**src/rtl/mem_access_ctrl.sv**
```systemverilog
// Data-memory access sequencer: one bus cycle per load/store, pipeline
// stall until ack, load alignment, misalignment and timeout guarding.
module mem_access_ctrl #(
  parameter int TIMEOUT = 16,
  parameter int CNT_W   = 5
) (
  input  logic        clk,
  input  logic        rst,
  input  logic        mem_read,
  input  logic        mem_write,
  input  logic        byte_en,
  input  logic [31:0] addr,
  input  logic [31:0] store_data,
  output logic        bus_rd,
  output logic        bus_wr,
  output logic [31:0] bus_addr,
  output logic [31:0] bus_wdata,
  output logic [3:0]  bus_sel,
  input  logic [31:0] bus_rdata,
  input  logic        bus_ack,
  output logic        stall,
  output logic [31:0] load_data,
  output logic        load_valid,
  output logic        access_err
);

  typedef enum logic [1:0] {
    IDLE,
    BUSY,
    DONE
  } state_t;

  state_t           state;
  logic [CNT_W-1:0] cnt;
  logic [1:0]       addr_lo;
  logic             byte_mode;
  logic             req_one;
  logic             req_bad;
  logic [7:0]       rd_byte;

  assign req_one = mem_read ^ mem_write;
  assign req_bad = (mem_read & mem_write) |
                   (req_one & ~byte_en & (addr[1:0] != 2'b00));

  // Freeze the pipeline from the request cycle until the retire cycle.
  assign stall = (state == BUSY) |
                 ((state == IDLE) & (mem_read | mem_write));

  // Pick the addressed byte lane out of the returned word.
  always_comb begin
    rd_byte = bus_rdata[7:0];
    case (addr_lo)
      2'd0: rd_byte = bus_rdata[7:0];
      2'd1: rd_byte = bus_rdata[15:8];
      2'd2: rd_byte = bus_rdata[23:16];
      2'd3: rd_byte = bus_rdata[31:24];
      default: rd_byte = bus_rdata[7:0];
    endcase
  end

  // Transaction FSM with registered bus and result outputs.
  always_ff @(posedge clk or posedge rst) begin
    if (rst) begin
      state      <= IDLE;
      cnt        <= '0;
      addr_lo    <= 2'b00;
      byte_mode  <= 1'b0;
      bus_rd     <= 1'b0;
      bus_wr     <= 1'b0;
      bus_addr   <= '0;
      bus_wdata  <= '0;
      bus_sel    <= '0;
      load_data  <= '0;
      load_valid <= 1'b0;
      access_err <= 1'b0;
    end else begin
      case (state)
        IDLE: begin
          load_valid <= 1'b0;
          access_err <= 1'b0;
          if (req_bad) begin
            state      <= DONE;
            access_err <= 1'b1;
            load_data  <= '0;
          end else if (req_one) begin
            state     <= BUSY;
            cnt       <= '0;
            bus_rd    <= mem_read;
            bus_wr    <= mem_write;
            bus_addr  <= {addr[31:2], 2'b00};
            addr_lo   <= addr[1:0];
            byte_mode <= byte_en;
            if (byte_en) begin
              bus_sel   <= 4'b0001 << addr[1:0];
              bus_wdata <= {4{store_data[7:0]}};
            end else begin
              bus_sel   <= 4'b1111;
              bus_wdata <= store_data;
            end
          end
        end
        BUSY: begin
          cnt <= cnt + 1'b1;
          if (bus_ack) begin
            state  <= DONE;
            bus_rd <= 1'b0;
            bus_wr <= 1'b0;
            if (bus_rd) begin
              load_valid <= 1'b1;
              load_data  <= byte_mode ? {24'b0, rd_byte} : bus_rdata;
            end
          end else if (cnt == CNT_W'(TIMEOUT - 1)) begin
            state      <= DONE;
            bus_rd     <= 1'b0;
            bus_wr     <= 1'b0;
            access_err <= 1'b1;
            load_data  <= '0;
          end
        end
        DONE: begin
          state      <= IDLE;
          cnt        <= '0;
          load_valid <= 1'b0;
          access_err <= 1'b0;
        end
        default: state <= IDLE;
      endcase
    end
  end

endmodule

```
**config.mk**
```make
export PLATFORM = sky130hd
export DESIGN_NAME = mem_access_ctrl
export DESIGN_NICKNAME = d
export VERILOG_FILES = /design/src/rtl/mem_access_ctrl.sv
export SDC_FILE = /design/constraint.sdc
export NUM_CORES = 1
export LEC_CHECK = 0
export BUFFER_PORTS_ARGS = -buffer_cell sky130_fd_sc_hd__buf_2
export CORE_MARGIN = 2
export CORE_UTILIZATION = 25
export DETAILED_ROUTE_END_ITERATION = 10
export GPL_ROUTABILITY_DRIVEN = 0
export PLACE_DENSITY_LB_ADDON = 0.15
export SLEW_MARGIN = 25
export SYNTH_ARGS = -nofsm -noshare
export SYNTH_HDL_FRONTEND = slang
export SYNTH_SLANG_ARGS = --single-unit
```
**constraint.sdc**
```tcl
create_clock -name clk -period 4.2 [get_ports clk]
set_input_delay 0.42 -clock clk [delete_from_list [all_inputs] [get_ports clk]]
set_output_delay 0.42 -clock clk [all_outputs]
set_load 0.005 [all_outputs]
```
# After elaboration in Yosys (flattened, before gate mapping)

Cells that the tools add are included.
Widths: inputs -> output; s select.

Bits in registers: 112
Bits of input ports: 102
Output and inout bits: 105
Word-level logic and storage cells: 86

Add/sub/neg operators: 1
Eq/ne operators: 16
Shifts and indexed selects: 1
Muxes and demuxes: 32
Bitwise operators: 10
Reduce and logical (&&, ||, !) cells: 14

Operators by type and width:

| operator            | number |
|---|---|
| $mux 32             | 6 |
| $pmux 32 s2         | 1 |
| $pmux 8 s4          | 1 |
| $pmux 5 s3          | 1 |
| $ne 2x2->1 const B  | 6 |
| $reduce_and 3->1    | 4 |
| $mux 1              | 11 |
| $mux 5              | 2 |
| $mux 2              | 4 |
| $reduce_and 4->1    | 2 |
| $eq 2x2->1 const B  | 3 |
| $ne 3x3->1 const B  | 2 |
| $pmux 1 s2          | 3 |
| $reduce_bool 2->1   | 3 |
| $add 5x1->5 const B | 1 |
| $eq 5x4->1 const B  | 1 |
| $and 1x1->1         | 4 |
| $eq 2x1->1 const B  | 2 |
| $logic_not 2->1     | 2 |
| $mux 4              | 1 |
| $pmux 2 s2          | 1 |
| $shl 1x2->4 const A | 1 |
| $ne 3x2->1 const B  | 1 |
| $or 1x1->1          | 3 |
| 7 further kinds     | 8 |

# Longest topological paths before layout

Depth after elaboration: 6
Gate-level depth with buffers: 8
Depth with buffers taken out: 7

# Worst setup path before layout

No wires, ideal clock.

Kind: reg-to-reg
Start point: reg cnt[0]
End point: reg load_data[0]
Library setup time: 0.121 ns
Arrival: 1.721 ns
Data required time: 4.079 ns
Path slack: 2.358 ns
Stages on the path, launching flop included: 9
Path buffers: 2
Clock period less this slack: 1.842 ns
Path through: dfrtp_1 > ha_1 > and3_1 > ha_1 > nand2b_1 > a311o_1 > buf_2 > buf_6 > a22o_1

Longest elaborated chain between the ends: 3

RTL lines:

| what                       | RTL line | source |
|---|---|---|
| start: declaration         | 34       | `logic [CNT_W-1:0] cnt;` |
| start signal: assignment   | 103      | `cnt <= cnt + 1'b1;` |
| $eq 5x4->1                 | 112      | `end else if (cnt == CNT_W'(TIMEOUT - 1)) begin` |
| $ne 3x2->1 (no line)       | --       |  |
| $reduce_and 4->1 (no line) | --       |  |
| end signal: assignment     | 110      | `load_data <= byte_mode ? {24'b0, rd_byte} : bus_rdata;` |
| end: declaration           | 22       | `output logic [31:0] load_data,` |

Every way passes these cells.
A chain may end at the register's enable or synchronous reset.

# Final worst setup path

Start point: reg state[0]
End point: reg bus_sel[0]

Longest elaborated chain between the ends: 2

RTL lines:

| what                       | RTL line | source |
|---|---|---|
| start: declaration         | 33       | `state_t state;` |
| start signal: assignment   | 64       | `state <= IDLE;` |
| start signal: assignment   | 82       | `state <= DONE;` |
| start signal: assignment   | 86       | `state <= BUSY;` |
| $logic_not 2->1            | 77       | `case (state)` |
| $reduce_and 3->1 (no line) | --       |  |
| end signal: assignment     | 94       | `bus_sel <= 4'b0001 << addr[1:0];` |
| end: declaration           | 18       | `output logic [3:0] bus_sel,` |

Every way passes these cells.

==> key figures <==
Synth
  – Synth Warn #: 0
  – Top-count cell post-synth: nand2_1
  – Number of synthesized flops with an enable pin: 0
  – Post-Syn Area: 0.00516 mm2
  – Synth Register Bits: 112
  – Post-synthesis instance total: 538
  – Post-synthesis sequential area ratio: 54.3%
  – Synth area leaders: dfrtp_1, nand2_1, mux2i_1, o21ai_0, inv_1
  – Synth area leader: dfrtp_1
  – Synth Flop Type: dfrtp_1
  – Yosys top cell area share: 54.3%
  – Syn_area_per_cell: 9.59 um2
  – Cell variety after synth: 37
  – Post-synth top cells: nand2_1, dfrtp_1, mux2i_1, o21ai_0, inv_1
  – Post-synth ARST share: 100%

Drt
  – First-pass detailed-route iteration total: 4
  – Vias per cell: 4.31
  – ANT nets after route: 0
  – DR vias: 4321
  – Drt total wl: 15200 um
  – Wirelength per Cell: 15.1 um
  – DRC: 0
  – Starting DRT DRC Count: 209

Timing
  – Worst clock skew: 0.00877 ns
  – Endpoints failing hold: 0
  – Worst hold-check slack: 0.200 ns
  – Final Slew Violations: 0
  – Final min period: 2.52 ns
  – Final TNS setup: 0 ns
  – Tcrit/Tclk final: 60.0%
  – Setup violators final: 0
  – Unrepaired setup endpoints after global routing: false
  – Fmax: 0.397 GHz
  – Worst slew pin tran: 0.964 ns
  – Max_slew headroom: 35.7%

Power and ir drop
  – Share of total power in sequential cells: 41.9%
  – P_leak: 3.64 nW
  – Switching Fraction: 36.7%
  – Logic gate share of total power: 36.9%
  – P_sw: 0.00152 W
  – Pwr/cell area: 619 mW/mm2
  – Internal Power: 0.00263 W
  – Max IR drop VDD: 302 uV
  – Design Power: 0.00416 W
  – Clock power frac: 21.2%

CTS
  – Post-cts resize count: 0
  – TritonCTS Buffers: 9
  – CTS Hold Bufs: 0
  – Maximum root-to-sink buffer count: 2
  – Clk Tree Root Cell: clkbuf_16
  – H-tree depth: 3
  – Skew-Pair Late Insertion Delay: 0.36 ns
  – Post-CTS Setup Inserts: 0
  – TritonCTS Sinks: 112
  – CTS tree: yes
  – Clk slew on worst S/H paths: 0.07 ns

Worst setup path
  – Setup CP Type: reg2reg
  – FF-to-FF path depth: 5
  – Crit path capture type: flop
  – Reg-to-reg slack, setup: 1.68 ns
  – Critical Path RT: 4.44 ns
  – Critical Path Fanout Max: 90
  – R2r endpoint: bus_sel[0]
  – CP Launch Type: flop
  – Crit path DAT: 2.76 ns
  – Worst R2R Start: state[0]

Floorplanning
  – Core region area: 0.0202 mm2
  – I/O pins: 207
  – Die width: 148 um
  – Initial Util: 25.5%
  – Die area: 0.0218 mm2
  – Die H: 148 um
  – Number of placement rows: 52

Status
  – Status: complete, no violations

GRT
  – Global-route wire length before repair: 23700 um
  – Vias in the first global route: 4386
  – Gr usage total: 13.8%
  – Initial antenna violation count: 0
  – Grt ovf: 0
  – Pin count of the biggest net entering global routing: 91

Placement
  – Port Buf Inserts: 204
  – DP HPWL: 11100 um
  – Area of placed instances: 0.00641 mm2

Cells and area
  – N_diodes: 0
  – Fin nets: 838
  – Post-route cell area: 0.00671 mm2
  – Core Util, Final: 33.2%
  – P&R area growth vs syn: 30.1%
  – Layout cells sized above 1: 31.7%

Flow run
  – Max-Cap Viols: 0

Hold path
  – Worst hold path class: in2async
==> routing by layer <==
metal / vias to the layer above / routed length [um] / global-route usage, %
met5: - / 0 / 0
met1: 2030 / 6870 / 18.3
met4: 0 / 212 / 4.71
li1: 2127 / - / -
met2: 148 / 6780 / 21.4
met3: 16 / 1310 / 4.48
==> area by class of cell <==
class | instances | area, um2
fillers | 2128 | 13500
flip-flops and latches | 112 | 2800
multi-input cells | 364 | 2100
repair buffers | 208 | 1050
well taps | 270 | 338
clock buffers | 9 | 225
inverters | 33 | 129
clock inverters | 6 | 68.8
==> metrics by stage <==
step           setup WS (ns)  instances
5_1_grt                 1.40       1002
4_1_cts                 1.64       1002
2_1_floorplan          0.821        539
3_5_place_dp            1.65        987
6_report                1.68       1002
3_3_place_gp            1.76        987
==> sequential cells by signal, summed over array words and instances, names as in the netlist <==
| name | flops |
|---|---|
| access_err | 1 |
| addr_lo | 2 |
| bus_addr | 30 |
| bus_rd | 1 |
| bus_sel | 4 |
| bus_wdata | 32 |
| bus_wr | 1 |
| byte_mode | 1 |
| cnt | 5 |
| load_data | 32 |
| load_valid | 1 |
| state | 2 |
==> layout by cell type, fill, tap and decap left out, drive strengths merged, types with 2 or more instances in the layout <==
master	count
buf	208
nand2	182
dfrtp	112
mux2i	56
inv	35
o21ai	34
a21oi	11
nor2	10
a22o	10
nand2b	9
clkbuf	9
ha	8
nor2b	7
o2bb2ai	6
nand3	5
a32o	3
a31oi	3
clkinv	3
o21a	2
and2	2
conb	2
and3	2
==> worst max-delay path by stage <==
stage | cells past startpoint | endpoint | slack (ns) | startpoint
after detailed placement | 5 | bus_sel[0] | 1.65 | state[0]
after global placement | 5 | bus_sel[0] | 1.76 | state[0]
after global routing | 6 | bus_wdata[31] | 1.40 | state[0]
after floorplan | 1 | access_err | 0.82 | rst
final | 5 | bus_sel[0] | 1.68 | state[0]
after CTS | 5 | bus_sel[0] | 1.64 | state[0]
==> power by group through the flow <==
stage	Combinational, W	Sequential [W]	Clock, W
2_1_floorplan	0.000915	0.00173	0
3_3_place_gp	0.00153	0.00176	0
3_5_place_dp	0.00157	0.00175	0
4_1_cts	0.00157	0.00175	0.000923
5_1_grt	0.00173	0.00180	0.000962
6_report	0.00153	0.00174	0.000881
==> logic make-up (layout without fill, tap and decap cells) <==
| group | count (synthesis) | after routing | share of synthesized area, % |
|---|---|---|---|
| AO/OA/AOI/OAI | 76 | 76 | 9.58 |
| adder cells (fa/ha/maj) | 8 | 8 | 1.94 |
| buffers and inverters | 63 | 256 | 5.41 |
| flip-flops | 112 | 112 | 54.3 |
| multiplexers | 57 | 57 | 11.1 |
| other | 1 | 2 | 0.0727 |
| AND/OR/NAND/NOR | 221 | 221 | 17.6 |
==> worst max-delay path: stages, from the launching register on <==
cell and delay (ns):
dfrtp_1 0.40, inv_1 0.11, ha_1 0.33, nor2b_1 0.35
nand3_4 0.72, a32o_1 0.50
Power figures use the tool's default switching activity.
